--- src/rtl/rp_err_latch_pkg.sv ---
// Shared definitions for the RPxx drive error registers (ER1/ER2/ER3).
package rp_err_latch_pkg;

  // Host write behaviour for the writable bits.
  typedef enum logic {
    WR_LOAD = 1'b0,  // write loads data
    WR_W1C  = 1'b1   // write-one-to-clear
  } wr_mode_e;

  // ER1 bit positions
  localparam int ER1_DCK  = 15;
  localparam int ER1_UNS  = 14;
  localparam int ER1_OPI  = 13;
  localparam int ER1_DTE  = 12;
  localparam int ER1_WLE  = 11;
  localparam int ER1_IAE  = 10;
  localparam int ER1_AOE  = 9;
  localparam int ER1_HCRC = 8;
  localparam int ER1_HCE  = 7;
  localparam int ER1_ECH  = 6;
  localparam int ER1_WCF  = 5;
  localparam int ER1_FER  = 4;
  localparam int ER1_PAR  = 3;
  localparam int ER1_RMR  = 2;
  localparam int ER1_ILR  = 1;
  localparam int ER1_ILF  = 0;

  // Default masks per register
  localparam logic [15:0] ER1_WRMASK  = 16'hFFFF;
  localparam logic [15:0] ER1_INHMASK = 16'h0100;
  localparam logic [15:0] ER2_WRMASK  = 16'hFFFF;
  localparam logic [15:0] ER2_INHMASK = 16'h0000;
  localparam logic [15:0] ER3_WRMASK  = 16'hFFFF;
  localparam logic [15:0] ER3_INHMASK = 16'h0000;

  // Ceiling log2, minimum 1 so index ports never collapse to zero width.
  function automatic int clog2(input int n);
    int r;
    r = 0;
    while ((1 << r) < n) r++;
    return (r < 1) ? 1 : r;
  endfunction

endpackage

--- src/rtl/rp_lsb_enc.sv ---
// Lowest-set-bit priority encoder: index of the lowest asserted input bit.
module rp_lsb_enc
  import rp_err_latch_pkg::*;
#(
  parameter int WIDTH = 16,
  parameter int IDXW  = clog2(WIDTH)
) (
  input  logic [WIDTH-1:0] vec_i,
  output logic [IDXW-1:0]  idx_o,
  output logic             vld_o
);

  // Scan from the top down so the lowest set bit is the last to win.
  always_comb begin
    idx_o = '0;
    vld_o = 1'b0;
    for (int i = WIDTH - 1; i >= 0; i--) begin
      if (vec_i[i]) begin
        idx_o = IDXW'(i);
        vld_o = 1'b1;
      end
    end
  end

endmodule

--- src/rtl/rp_err_latch.sv ---
// RPxx drive error register: sticky per-bit error latch with host write,
// inhibit-gated bits, summary error, attention pulse, first-error capture
// and a saturating error-event counter.
module rp_err_latch
  import rp_err_latch_pkg::*;
#(
  parameter int               WIDTH   = 16,
  parameter logic [WIDTH-1:0] WRMASK  = {WIDTH{1'b1}},
  parameter logic [WIDTH-1:0] INHMASK = WIDTH'(16'h0100),
  parameter bit               W1C     = 1'b0,
  parameter int               CNTW    = 8,
  parameter int               IDXW    = clog2(WIDTH)
) (
  input  logic             clk_i,
  input  logic             rst_i,
  input  logic             clr_i,
  input  logic             drvclr_i,
  input  logic [WIDTH-1:0] set_i,
  input  logic             inh_i,
  input  logic             wr_i,
  input  logic             wr_en_i,
  input  logic [WIDTH-1:0] wr_data_i,
  input  logic             cnt_clr_i,
  output logic [WIDTH-1:0] er_o,
  output logic             err_o,
  output logic             ata_o,
  output logic             first_vld_o,
  output logic [IDXW-1:0]  first_idx_o,
  output logic [CNTW-1:0]  evt_cnt_o
);

  localparam wr_mode_e MODE = W1C ? WR_W1C : WR_LOAD;

  logic [WIDTH-1:0] er_q, er_d;
  logic [WIDTH-1:0] set_eff, new_err;
  logic             ata_q;
  logic             first_vld_q;
  logic [IDXW-1:0]  first_idx_q;
  logic [CNTW-1:0]  cnt_q;
  logic [IDXW-1:0]  new_idx;
  logic             new_any;
  logic             clr_any;
  logic             wr_go;

  assign clr_any = clr_i | drvclr_i;
  assign wr_go   = wr_i & wr_en_i;
  assign set_eff = set_i & ~(INHMASK & {WIDTH{inh_i}});
  assign new_err = set_eff & ~er_q;

  // Per-bit next state: clear > set > write > hold.
  for (genvar g = 0; g < WIDTH; g++) begin : g_bit
    logic wr_val;
    assign wr_val = (MODE == WR_W1C) ? (er_q[g] & ~wr_data_i[g]) : wr_data_i[g];
    assign er_d[g] = clr_any                ? 1'b0 :
                     set_eff[g]             ? 1'b1 :
                     (wr_go && WRMASK[g])   ? wr_val :
                                              er_q[g];
  end

  rp_lsb_enc #(.WIDTH(WIDTH), .IDXW(IDXW)) u_enc (
    .vec_i (new_err),
    .idx_o (new_idx),
    .vld_o (new_any)
  );

  // Error bits and attention pulse.
  always_ff @(posedge clk_i) begin
    if (rst_i) begin
      er_q  <= '0;
      ata_q <= 1'b0;
    end else begin
      er_q  <= er_d;
      ata_q <= new_any & ~clr_any;
    end
  end

  // First-error capture; a write that empties the register also drops it.
  always_ff @(posedge clk_i) begin
    if (rst_i) begin
      first_vld_q <= 1'b0;
      first_idx_q <= '0;
    end else if (clr_any) begin
      first_vld_q <= 1'b0;
    end else if (new_any && !first_vld_q) begin
      first_vld_q <= 1'b1;
      first_idx_q <= new_idx;
    end else if (wr_go && (er_d == '0)) begin
      first_vld_q <= 1'b0;
    end
  end

  // Saturating count of cycles with at least one new error; drvclr keeps it.
  always_ff @(posedge clk_i) begin
    if (rst_i || clr_i) begin
      cnt_q <= '0;
    end else if (cnt_clr_i) begin
      cnt_q <= new_any ? CNTW'(1) : '0;
    end else if (new_any && (cnt_q != {CNTW{1'b1}})) begin
      cnt_q <= cnt_q + CNTW'(1);
    end
  end

  assign er_o        = er_q;
  assign err_o       = |er_q;
  assign ata_o       = ata_q;
  assign first_vld_o = first_vld_q;
  assign first_idx_o = first_idx_q;
  assign evt_cnt_o   = cnt_q;

endmodule
--- config.mk ---
export PLATFORM = sky130hd
export DESIGN_NAME = rp_err_latch
export DESIGN_NICKNAME = d
export VERILOG_FILES = /design/src/rtl/rp_err_latch_pkg.sv /design/src/rtl/rp_lsb_enc.sv /design/src/rtl/rp_err_latch.sv
export SDC_FILE = /design/constraint.sdc
export NUM_CORES = 1
export LEC_CHECK = 0
export ABC_AREA = 0
export CAP_MARGIN = 20
export CORE_ASPECT_RATIO = 0.8
export CORE_MARGIN = 10
export CORE_UTILIZATION = 25
export CTS_CLUSTER_DIAMETER = 120
export DETAILED_ROUTE_END_ITERATION = 6
export GPL_TIMING_DRIVEN = 0
export PLACE_DENSITY_LB_ADDON = 0.08
export SLEW_MARGIN = 30
export SYNTH_ARGS = -nofsm -noshare
export SYNTH_HDL_FRONTEND = slang
export SYNTH_SLANG_ARGS = --single-unit
export TNS_END_PERCENT = 30
--- constraint.sdc ---
create_clock -name clk_i -period 1.7 [get_ports clk_i]
set_input_delay 0.425 -clock clk_i [delete_from_list [all_inputs] [get_ports clk_i]]
set_output_delay 0.425 -clock clk_i [all_outputs]
set_load 0.01 [all_outputs]
# Word level (Yosys, flattened, before mapping)
# Index checks and enable logic that the tools add are counted.
[totals] output_inout_bits=31 word_cells=111 ff_bits=30 in_bits=40
[op_classes] eq_ne=1 add_sub_neg=1 n_reduce_logical=11 n_bitwise=8 n_mux=85
[ops] op="1-bit two-way mux" count=67
[ops] op="4-bit two-way mux" count=16
[ops] op="16-bit bitwise AND" count=2
[ops] op="16-bit zero test" count=1
[ops] op="8-bit two-way mux" count=2
[ops] op="16-bit NOT" count=1
[ops] op="9-bit NOT with 16-bit output" count=1
[ops] op="16-bit OR reduction" count=1
[ops] op="8-bit by 1-bit adder with 8-bit output (second input constant)" count=1
[ops] op="8-bit != test (second input constant)" count=1
[ops] op="2-bit nonzero test" count=2
[ops] op="1-bit logical AND" count=3
[ops] op="1-bit bitwise AND" count=2
[ops] op="2-bit AND reduction" count=1
[ops] op="2-bit OR reduction" count=1
[ops] op="1-bit zero test" count=1
[ops] op="1-bit logical OR" count=1
[ops] op="1-bit NOT" count=1
[ops] op="1-bit bitwise OR" count=1

# Logic depth before layout (Yosys ltp)
# Gate-level depths: netlist (run 1).
[logic_depth] word_depth=22 mapped_depth=7 depth_no_buf=6

# Cells and area by module
# A second synthesis (run 1) with hierarchy kept.
[unflattened] cells_unflattened=200 hier_area_um2=1604.0
[modules_own_cells] module="rp_err_latch" area_per_inst_um2=1425.1 n_inst=1 seq_area_each_um2=600.6 cells_each=167
[modules_own_cells] module="rp_lsb_enc" area_per_inst_um2=178.9 n_inst=1 seq_area_each_um2=0.0 cells_each=33

# Worst setup path before layout (run 1)
# No wires, ideal clock.
[synth_path] kind="register to register" from="register cnt_q[0] (netlist: evt_cnt_o[0])" to="register cnt_q[3] (netlist: evt_cnt_o[3])" path_slack_ns=-0.066 stages_incl_launch_ff=7 period_less_slack_ns=1.766 arrival_ns=1.697 path_buffers=1 setup_time_ns=0.070 required_time_ns=1.630 path_cell_list="dfxtp_1 -> ha_1 -> and3_1 -> and3_1 -> buf_2 -> or4_1 -> a21oi_1"
[synth_via] elab_chain_len=3 word_cells_on_any_way=6 cone_classes="add/sub (1); eq/ne (1); mux (2); reduce/logical (2)"
[synth_rtl] item="start, declared" line="rp_err_latch.sv:39" text="logic [CNTW-1:0] cnt_q;"
[synth_rtl] item="start signal, assigned" line="rp_err_latch.sv:97" text="cnt_q <= new_any ? CNTW'(1) : '0;"
[synth_rtl] item="start signal, assigned" line="rp_err_latch.sv:99" text="cnt_q <= cnt_q + CNTW'(1);"
[synth_rtl] item="8-bit by 1-bit adder with 8-bit output / 8-bit != test (equally long branches)" line="rp_err_latch.sv:99, rp_err_latch.sv:98"
[synth_rtl] item="8-bit two-way mux / 1-bit logical AND (equally long branches)" line="rp_err_latch.sv:98" text="end else if (new_any && (cnt_q != {CNTW{1'b1}})) begin"
[synth_rtl] item="8-bit two-way mux / 2-bit nonzero test (equally long branches)"
# Parallel ways exist; a longest one is shown, timed or not. The select of a mux whose other input is x is not followed.
# A chain may end at the register's enable or synchronous reset.

# Final worst setup path (run 1)
[layout_path] from="register er_q[13] (netlist: er_o[13])" to="register first_idx_q[0] (netlist: first_idx_o[0])"
[layout_via] elab_chain_len=18 word_cells_on_any_way=32 cone_classes="mux (28); bitwise (2); reduce/logical (2)"
[layout_rtl] item="start, declared" line="rp_err_latch.sv:34" text="logic [WIDTH-1:0] er_q, er_d;"
[layout_rtl] item="start signal, assigned" line="rp_err_latch.sv:72" text="er_q <= er_d;"
[layout_rtl] item="16-bit NOT *" line="rp_err_latch.sv:48" text="assign new_err = set_eff & ~er_q;"
[layout_rtl] item="16-bit bitwise AND *" line="rp_err_latch.sv:48"
[layout_rtl] item="1-bit two-way mux (14 in series)" line="rp_lsb_enc.sv:18" text="if (vec_i[i]) begin"
[layout_rtl] item="1-bit logical AND" line="rp_err_latch.sv:84" text="end else if (new_any && !first_vld_q) begin"
[layout_rtl] item="2-bit AND reduction (no line)"
[layout_rtl] item="end signal, assigned" line="rp_err_latch.sv:86" text="first_idx_q <= new_idx;"
[layout_rtl] item="end, declared" line="rp_err_latch.sv:38" text="logic [IDXW-1:0] first_idx_q;"
# Mark *: on every way between the ends. The rest lies on a longest branch, timed or not.

==> key figures, run 1 <==
Layout
  – Util after Layout: 44.8%
  – Most common cell after layout, fill and taps aside: clkdlybuf4s50_1
  – Most frequent cells in the layout: clkdlybuf4s50_1 (35), nor2_1 (27), buf_4 (21), and3_1 (18), dfxtp_2 (18)
  – Finished Layout Cells: 391
  – Post-route cell area: 3060 sq um
  – Area Growth Syn to Fin: 75.0%
  – Nets: 344
  – Ratio of cells with drive above 1 in the final layout: 34.2%
  – Diodes inserted: 0

Worst setup path
  – WP data required: 1890 ps
  – CP startpoint kind: flip-flop
  – Reg-to-Reg Start: er_o[13]$_SDFF_PP0_
  – Crit. End Element: flip-flop
  – Worst r2r path cells: 6
  – Flop-to-flop setup slack: -90 ps
  – Critical Path AT: approximately 2000 ps
  – R2r endpoint: first_idx_o[0]$_SDFFE_PP0P_
  – Critical path peak fanout: 7
  – Setup CP Type: flip-flop to flip-flop

Clock tree
  – Worst skew pair latency: 280 ps
  – Clock root buffer: clkbuf_8
  – TritonCTS clock tree: done
  – Hold Buf Count CTS: 0
  – Reg clk slew, reported paths: 70 ps
  – Max clock buf depth: 2
  – CTS Sinks: 30
  – Cts bufs inserted: 5
  – H-tree depth: 2

Die
  – Die Y: 94.8 microns
  – Initial Utilization: 25.6%
  – Die area: 10800 sq um
  – CORE AREA: 6820 sq um
  – Die W: 113 microns
  – Cell row count: 27
  – Ports: 71

Detailed routing
  – Starting DRT DRC Count: 38
  – Drc violations: 0
  – Remaining antenna violation count after routing: 0
  – Vias per inst: 5.19
  – Routed len/inst: 17.6 microns
  – Routed wire length: 6.88 mm
  – Drt first pass iters: 4
  – Via count: a little over 2000

Timing
  – Final worst path period need: 1790 ps
  – Worst Tran Pin Value: 555 ps
  – Slew Limit Fails: 0
  – Clock Skews: 7.40 ps
  – RSZ-0062 raised after global routing: yes
  – Hold Fails Final Rpt: 0
  – Final setup viols: 8
  – Total negative slack: -270 ps
  – Fin worst setup slack: -91.4 ps
  – Max-slew headroom: 62.7%
  – Final period utilization: 105%
  – Highest Clock Rate: about 560 MHz

Run status
  – Outcome: finished with violations
  – Failing checks: negative setup slack

Hold path
  – Hold worst-path end: first_idx_o[2]$_SDFFE_PP0P_
  – Min-delay worst type: flip-flop to flip-flop
  – Hold Startpoint: first_idx_o[2]$_SDFFE_PP0P_
  – Worst hold stages: 2

Placement
  – Port bufs: 69
  – RePlAce Congestion: around 0.78
  – Placed insts: 366
  – Post-DP Area: 2550 sq um
  – Post-DP HPWL: 5.21 mm

Synth
  – Dominant cells by area after synthesis: dfxtp_1 (34%), a211oi_1 (7.7%), and3_1 (6.8%)
  – Async SR Flop Fraction: 0%
  – Largest family of logic cells by synthesized area: simple AND/OR/NAND/NOR gates
  – Synth area leader: dfxtp_1
  – Compound-Gate Fraction of Synth Area: 19.0%
  – Register bit count reported by yosys: 30
  – Area share of the largest cell type after synthesis: 34.4%
  – Post-Synth Adder-Cell Area: less than 1%
  – Post-Syn Nets: between 200 and 300
  – Synth Area per Inst: 8.32 sq um
  – Number of synthesized flops with an enable pin: 0
  – Distinct cells, synth: 41
  – Post-synthesis xor/xnor area fraction: 0%
  – Ys Warns: 0
  – Main synth FF type: dfxtp_1
  – Mapped Cells: 210
  – Seq/Total Area, Yosys: 34.4%
  – Post-Synth Simple-Gate Area: 42.4%
  – Mux cell area share after synthesis: 0%
  – Netlist area before placement: ~1700 sq um

Global routing
  – Initial antenna violation count: 0
  – Gr usage total: 12.9%
  – Largest net degree at the start of global routing: 11
  – First-pass GRT wire length: 11.2 mm
  – Vias in the first global route: 2115
  – Overflow after GRT: 0

Power and ir drop
  – VDD IR-drop max: about 0.22 mV
  – Pleak: around 1.4 nW
  – Pwr/cell area: 573 nW/um^2

Flow run
  – Max_cap viols: 0
==> sequential cells by signal, summed over array words and instances, names as in the netlist <==
name	count
ata_o	1
er_o	16
first_idx_o	4
evt_cnt_o	8
first_vld_o	1
==> synth_stat cells, types with 2 or more instances <==
cell type  number
a21oi_1         8
nand2_1         4
o211ai_1        2
and2b_4         2
nand2b_1        4
nor4_1          7
and3_1         19
nor3_1         12
and2b_1         2
nor4_2          3
o21ai_1         2
nor2_1         27
or3_1           3
nand3_1         9
o41ai_1         2
a211oi_1       18
nor2b_4         2
nand4_1         7
o311ai_0        2
buf_6           2
o31ai_1         4
o21ai_0         5
nor2b_2         7
nor2b_1         3
clkbuf_1        7
dfxtp_1        30
or4_1           3
==> repair_timing <==
item | in CTS | in global routing
endpoints found under the hold margin | 0 | 0
cloned | 2 | 0
pin swaps | 19 | 10
setup endpoints to repair | 41 | 30
buffers inserted | 14 | 5
resized for setup | 88 | 38
==> worst max path at each step <==
stage / start / to / slack [ps] / cells after the start
floorplan: evt_cnt_o[1]$_SDFFE_PP0P_ / evt_cnt_o[3]$_SDFFE_PP0P_ / 7 / 6
global placement: wr_i / first_vld_o$_SDFFE_PP0P_ / -1030 / 7
detailed placement: wr_en_i / first_vld_o$_SDFFE_PP0P_ / -970 / 7
CTS: er_o[15]$_SDFF_PP0_ / first_idx_o[2]$_SDFFE_PP0P_ / -50 / 6
global route: er_o[13]$_SDFF_PP0_ / first_idx_o[0]$_SDFFE_PP0P_ / -130 / 6
finish: er_o[13]$_SDFF_PP0_ / first_idx_o[0]$_SDFFE_PP0P_ / -90 / 6
==> cell type report <==
cell class / count / area [sq um]
multi-input cells: 168 / 1300
clock inverters: 1 / 5.00
repair buffers: 90 / 868
flip-flops and latches: 30 / 634
plain buffers: 7 / 53.8
fillers: 700 / 3760
clock buffers: 7 / 86.3
inverters: 1 / 3.75
well taps: 87 / 109
==> routing by layer <==
metal / wire, microns / global-route usage [%] / vias up
met5: 0 / 0 / -
met4: 31 / 2.64 / 0
met3: 503 / 5.39 / 5
met2: 3020 / 20.6 / 50
met1: 3320 / 15.9 / 984
li1: - / - / 992
==> critical path, stage by stage, from the launching register on <==
cell,delay [ps]
dfxtp_2,360
and2b_4,210
nor4b_4,390
and4_4,360
buf_4,130
nor3_2,30
a211oi_1,200
==> power breakdown <==
group | leakage, nW | switching, W | internal (W)
Combinational | 1.09 | 0.000182 | 0.000218
Clock | 0.0482 | 0.000275 | 0.000326
Sequential | 0.255 | 0.0000285 | 0.000723
Total | 1.40 | 0.000486 | 0.00127
==> stage by stage <==
| stage | worst slack, ps | total power [W] | hold WS (ps) |
|---|---|---|---|
| after floorplan | 7.09 | 0.000918 | 499 |
| after global placement | -1030 | 0.00112 | 463 |
| after detailed placement | -971 | 0.00112 | 481 |
| after CTS | -48.0 | 0.00176 | 490 |
| after global routing | -126 | 0.00185 | 496 |
| final | -91.4 | 0.00175 | 468 |
==> kinds of logic after synthesis <==
group | Yosys count
AOI/OAI and AO/OA | 48
DFF | 30
adders and majority gates | 1
and+or+nand+nor | 119
buffers and inverters | 12
Power figures use the tool's default switching activity.
==> run 2, diff against run 1 <==
--- a/config.mk
+++ b/config.mk
@@ -14,6 +14,7 @@
 export DETAILED_ROUTE_END_ITERATION = 6
 export GPL_TIMING_DRIVEN = 0
 export PLACE_DENSITY_LB_ADDON = 0.08
+export SETUP_SLACK_MARGIN = 0.05
 export SLEW_MARGIN = 30
 export SYNTH_ARGS = -nofsm -noshare
 export SYNTH_HDL_FRONTEND = slang
==> key figures, run 2 (synthesis results as in run 1) <==
Power and ir drop
  – Switch Pwr: 0.000487 W (+0.33%)
  – Sequential power share: 43.7% (+0.8 points)
  – Clk pwr share: 31.8% (-2.5 points)
  – P_int: 0.00123 W (-2.7%)
  – Pleak: 1.39 nW (-0.11%)
  – Pwr/cell area: 547 nW/um^2 (-4.4%)
  – Logic pwr share: 24.5% (+1.7 points)
  – Switching share of total power: 28.3% (+0.62 points)
  – VDD IR-drop max: 0.232 mV (+3.5%)

Global routing
  – Vias in the first global route: 2165 (+2.4%)
  – Largest net degree at the start of global routing: 11 (unchanged)
  – First-pass GRT wire length: 11.3 mm (+1.2%)
  – Initial antenna violation count: 0 (unchanged)
  – Gr usage total: 13.0% (+0.071 points)
  – Overflow after GRT: 0 (unchanged)

Die
  – Die Y: 94.8 microns (unchanged)
  – CORE AREA: 6820 sq um (unchanged)
  – Ports: 71 (unchanged)
  – Die W: 113 microns (unchanged)
  – Cell row count: 27 (unchanged)
  – Die area: 10800 sq um (unchanged)
  – Initial Utilization: 25.6% (unchanged)

Timing
  – Fin worst setup slack: 18.4 ps (+110 ps)
  – Max-slew headroom: 66.7% (+4.0 points)
  – RSZ-0062 raised after global routing: yes
  – Final setup viols: 0 (-8)
  – Hold Fails Final Rpt: 0 (unchanged)
  – Final worst path period need: 1680 ps (-110 ps)
  – Slew Limit Fails: 0 (unchanged)
  – Worst Tran Pin Value: 496 ps (-58.9 ps)
  – Highest Clock Rate: 595 MHz (+6.5%)
  – Final period utilization: 98.9% (-6.5 points)
  – Clock Skews: 8.95 ps (+1.55 ps)

Detailed routing
  – Remaining antenna violation count after routing: 0 (unchanged)
  – Vias per inst: 5.12 (-1.4%)
  – Via count: 2044 (+0.64%)
  – Drc violations: 0 (unchanged)
  – Starting DRT DRC Count: 50 (+32%)
  – Drt first pass iters: 4 (unchanged)
  – Routed len/inst: 17.6 microns (about the same)
  – Routed wire length: 7.02 mm (+2.1%)

Worst setup path
  – Critical Path AT: 1900 ps (-80 ps)
  – Critical path peak fanout: 4 (-3)
  – Flop-to-flop setup slack: 20 ps (+110 ps)
  – R2r endpoint: evt_cnt_o[3]$_SDFFE_PP0P_
  – CP startpoint kind: input pin
  – WP data required: 1920 ps (+30 ps)
  – Worst r2r path cells: 6 (unchanged)
  – Crit. End Element: flip-flop
  – Setup CP Type: input pin to flip-flop
  – Reg-to-Reg Start: er_o[8]$_SDFF_PP0_

Layout
  – Ratio of cells with drive above 1 in the final layout: 36.2% (+2.0 points)
  – Fillers: 691 (-1.3%)
  – Finished Layout Cells: 399 (+2.0%)
  – Most frequent cells in the layout: dlygate4sd2_1 (33), nor2_1 (27), buf_4 (27), clkdlybuf4s50_1 (23), and3_1 (17)
  – Util after Layout: 46.0% (+1.2 points)
  – Nets: 353 (+2.6%)
  – Multi-input gate area: 1370 sq um (+5.2%)
  – Register area: 644 sq um (+1.6%)
  – Most common cell after layout, fill and taps aside: dlygate4sd2_1
  – Largest register FFs: 16 (unchanged)
  – Area Growth Syn to Fin: 79.7%
  – Diodes inserted: 0 (unchanged)

Clock tree
  – Reg clk slew, reported paths: 70 ps (about the same)
  – H-tree depth: 2 (unchanged)
  – Max clock buf depth: 2 (unchanged)
  – CTS Sinks: 30 (unchanged)
  – TritonCTS clock tree: done
  – Clock root buffer: clkbuf_8
  – Cts bufs inserted: 5 (unchanged)
  – Worst skew pair latency: 280 ps (about the same)
  – Hold Buf Count CTS: 0 (unchanged)

Placement
  – Post-DP HPWL: 5.25 mm (+0.76%)
  – Post-place setup slack: -1030 ps (-60.5 ps)
  – RePlAce Congestion: 0.790 (+1.8%)
  – Port bufs: 69 (unchanged)
  – Placed insts: 366 (unchanged)

Flow run
  – Max_cap viols: 0 (unchanged)

Hold path
  – Hold Startpoint: first_idx_o[2]$_SDFFE_PP0P_
  – Worst hold stages: 2 (unchanged)
  – Min-delay worst type: flip-flop to flip-flop
  – Hold worst-path end: first_idx_o[2]$_SDFFE_PP0P_

Run status
  – Outcome: finished clean
[run 2: cell types whose count changed in the layout (fill, tap and decap cells not counted), moves of 4 or more]
| cell | change |
|---|---|
| clkdlybuf4s50_1 | -12 |
| dlygate4sd2_1 | +18 |
| nor4_4 | +4 |
| buf_4 | +6 |
| dlymetal6s2s_1 | -7 |
| dfxtp_4 | +4 |
| dfxtp_2 | -4 |
[run 2: power groups by stage]
stage | Combinational (W) | Clock [W] | Sequential [W]
floorplan | 0.000160 | 0 | 0.000769
global placement | 0.000364 | 0 | 0.000767
detailed placement | 0.000364 | 0 | 0.000767
CTS | 0.000389 | 0.000564 | 0.000753
global route | 0.000459 | 0.000608 | 0.000755
finish | 0.000422 | 0.000547 | 0.000751
[run 2: worst max-delay path by stage]
stage	start	endpoint	slack, ps	depth (start not counted)
2_1_floorplan	evt_cnt_o[0]$_SDFFE_PP0P_	evt_cnt_o[3]$_SDFFE_PP0P_	30	6
6_report	set_i[11]	first_idx_o[2]$_SDFFE_PP0P_	20	6
3_3_place_gp	wr_en_i	first_vld_o$_SDFFE_PP0P_	-1010	7
3_5_place_dp	wr_en_i	first_vld_o$_SDFFE_PP0P_	-1030	7
4_1_cts	er_o[5]$_SDFF_PP0_	err_o	-40	3
5_1_grt	er_o[8]$_SDFF_PP0_	evt_cnt_o[3]$_SDFFE_PP0P_	-60	6
[run 2: layout make-up]
| class | count | share of cell area [%] |
|---|---|---|
| Buffer | 9 | 2.23 |
| Timing Repair Buffer | 97 | 27.8 |
| Sequential cell | 30 | 20.5 |
| Clock buffer | 7 | 2.43 |
| Tap cell | 87 | 3.46 |
| Inverter | 1 | 0.119 |
| Multi-Input combinational cell | 168 | 43.5 |
[run 2: worst max-delay path: stages]
cell,delay (ps)
dlygate4sd2_1,280
and2b_4,200
or4_1,500
o21ai_1,170
nand4_1,150
a21oi_1,160
[run 2: timing repair]
item                       4_1_cts  5_1_grt
setup endpoints to repair       50       17
pin swaps                       17       21
buffers inserted                16       10
gates resized for setup        102       52
gates cloned                     1        1
[run 2: layer usage]
layer / part of all wire [%] / global-route usage [%]
met1: 45 / 15.8
met2: 46 / 21.0
met3: 7.4 / 5.07
met4: 0.65 / 3.27
met5: 0 / 0
[run 2: stage by stage]
stage / area (sq um) / hold slack, ps / total power (W) / TNS [ps]
5_1_grt: 3140 / 502 / 0.00182 / -311
4_1_cts: 2930 / 485 / 0.00171 / -56.5
2_1_floorplan: 1800 / 499 / 0.000929 / 0
3_3_place_gp: 2600 / 464 / 0.00113 / -14560
3_5_place_dp: 2600 / 474 / 0.00113 / -14540
6_report: 3140 / 483 / 0.00172 / 0
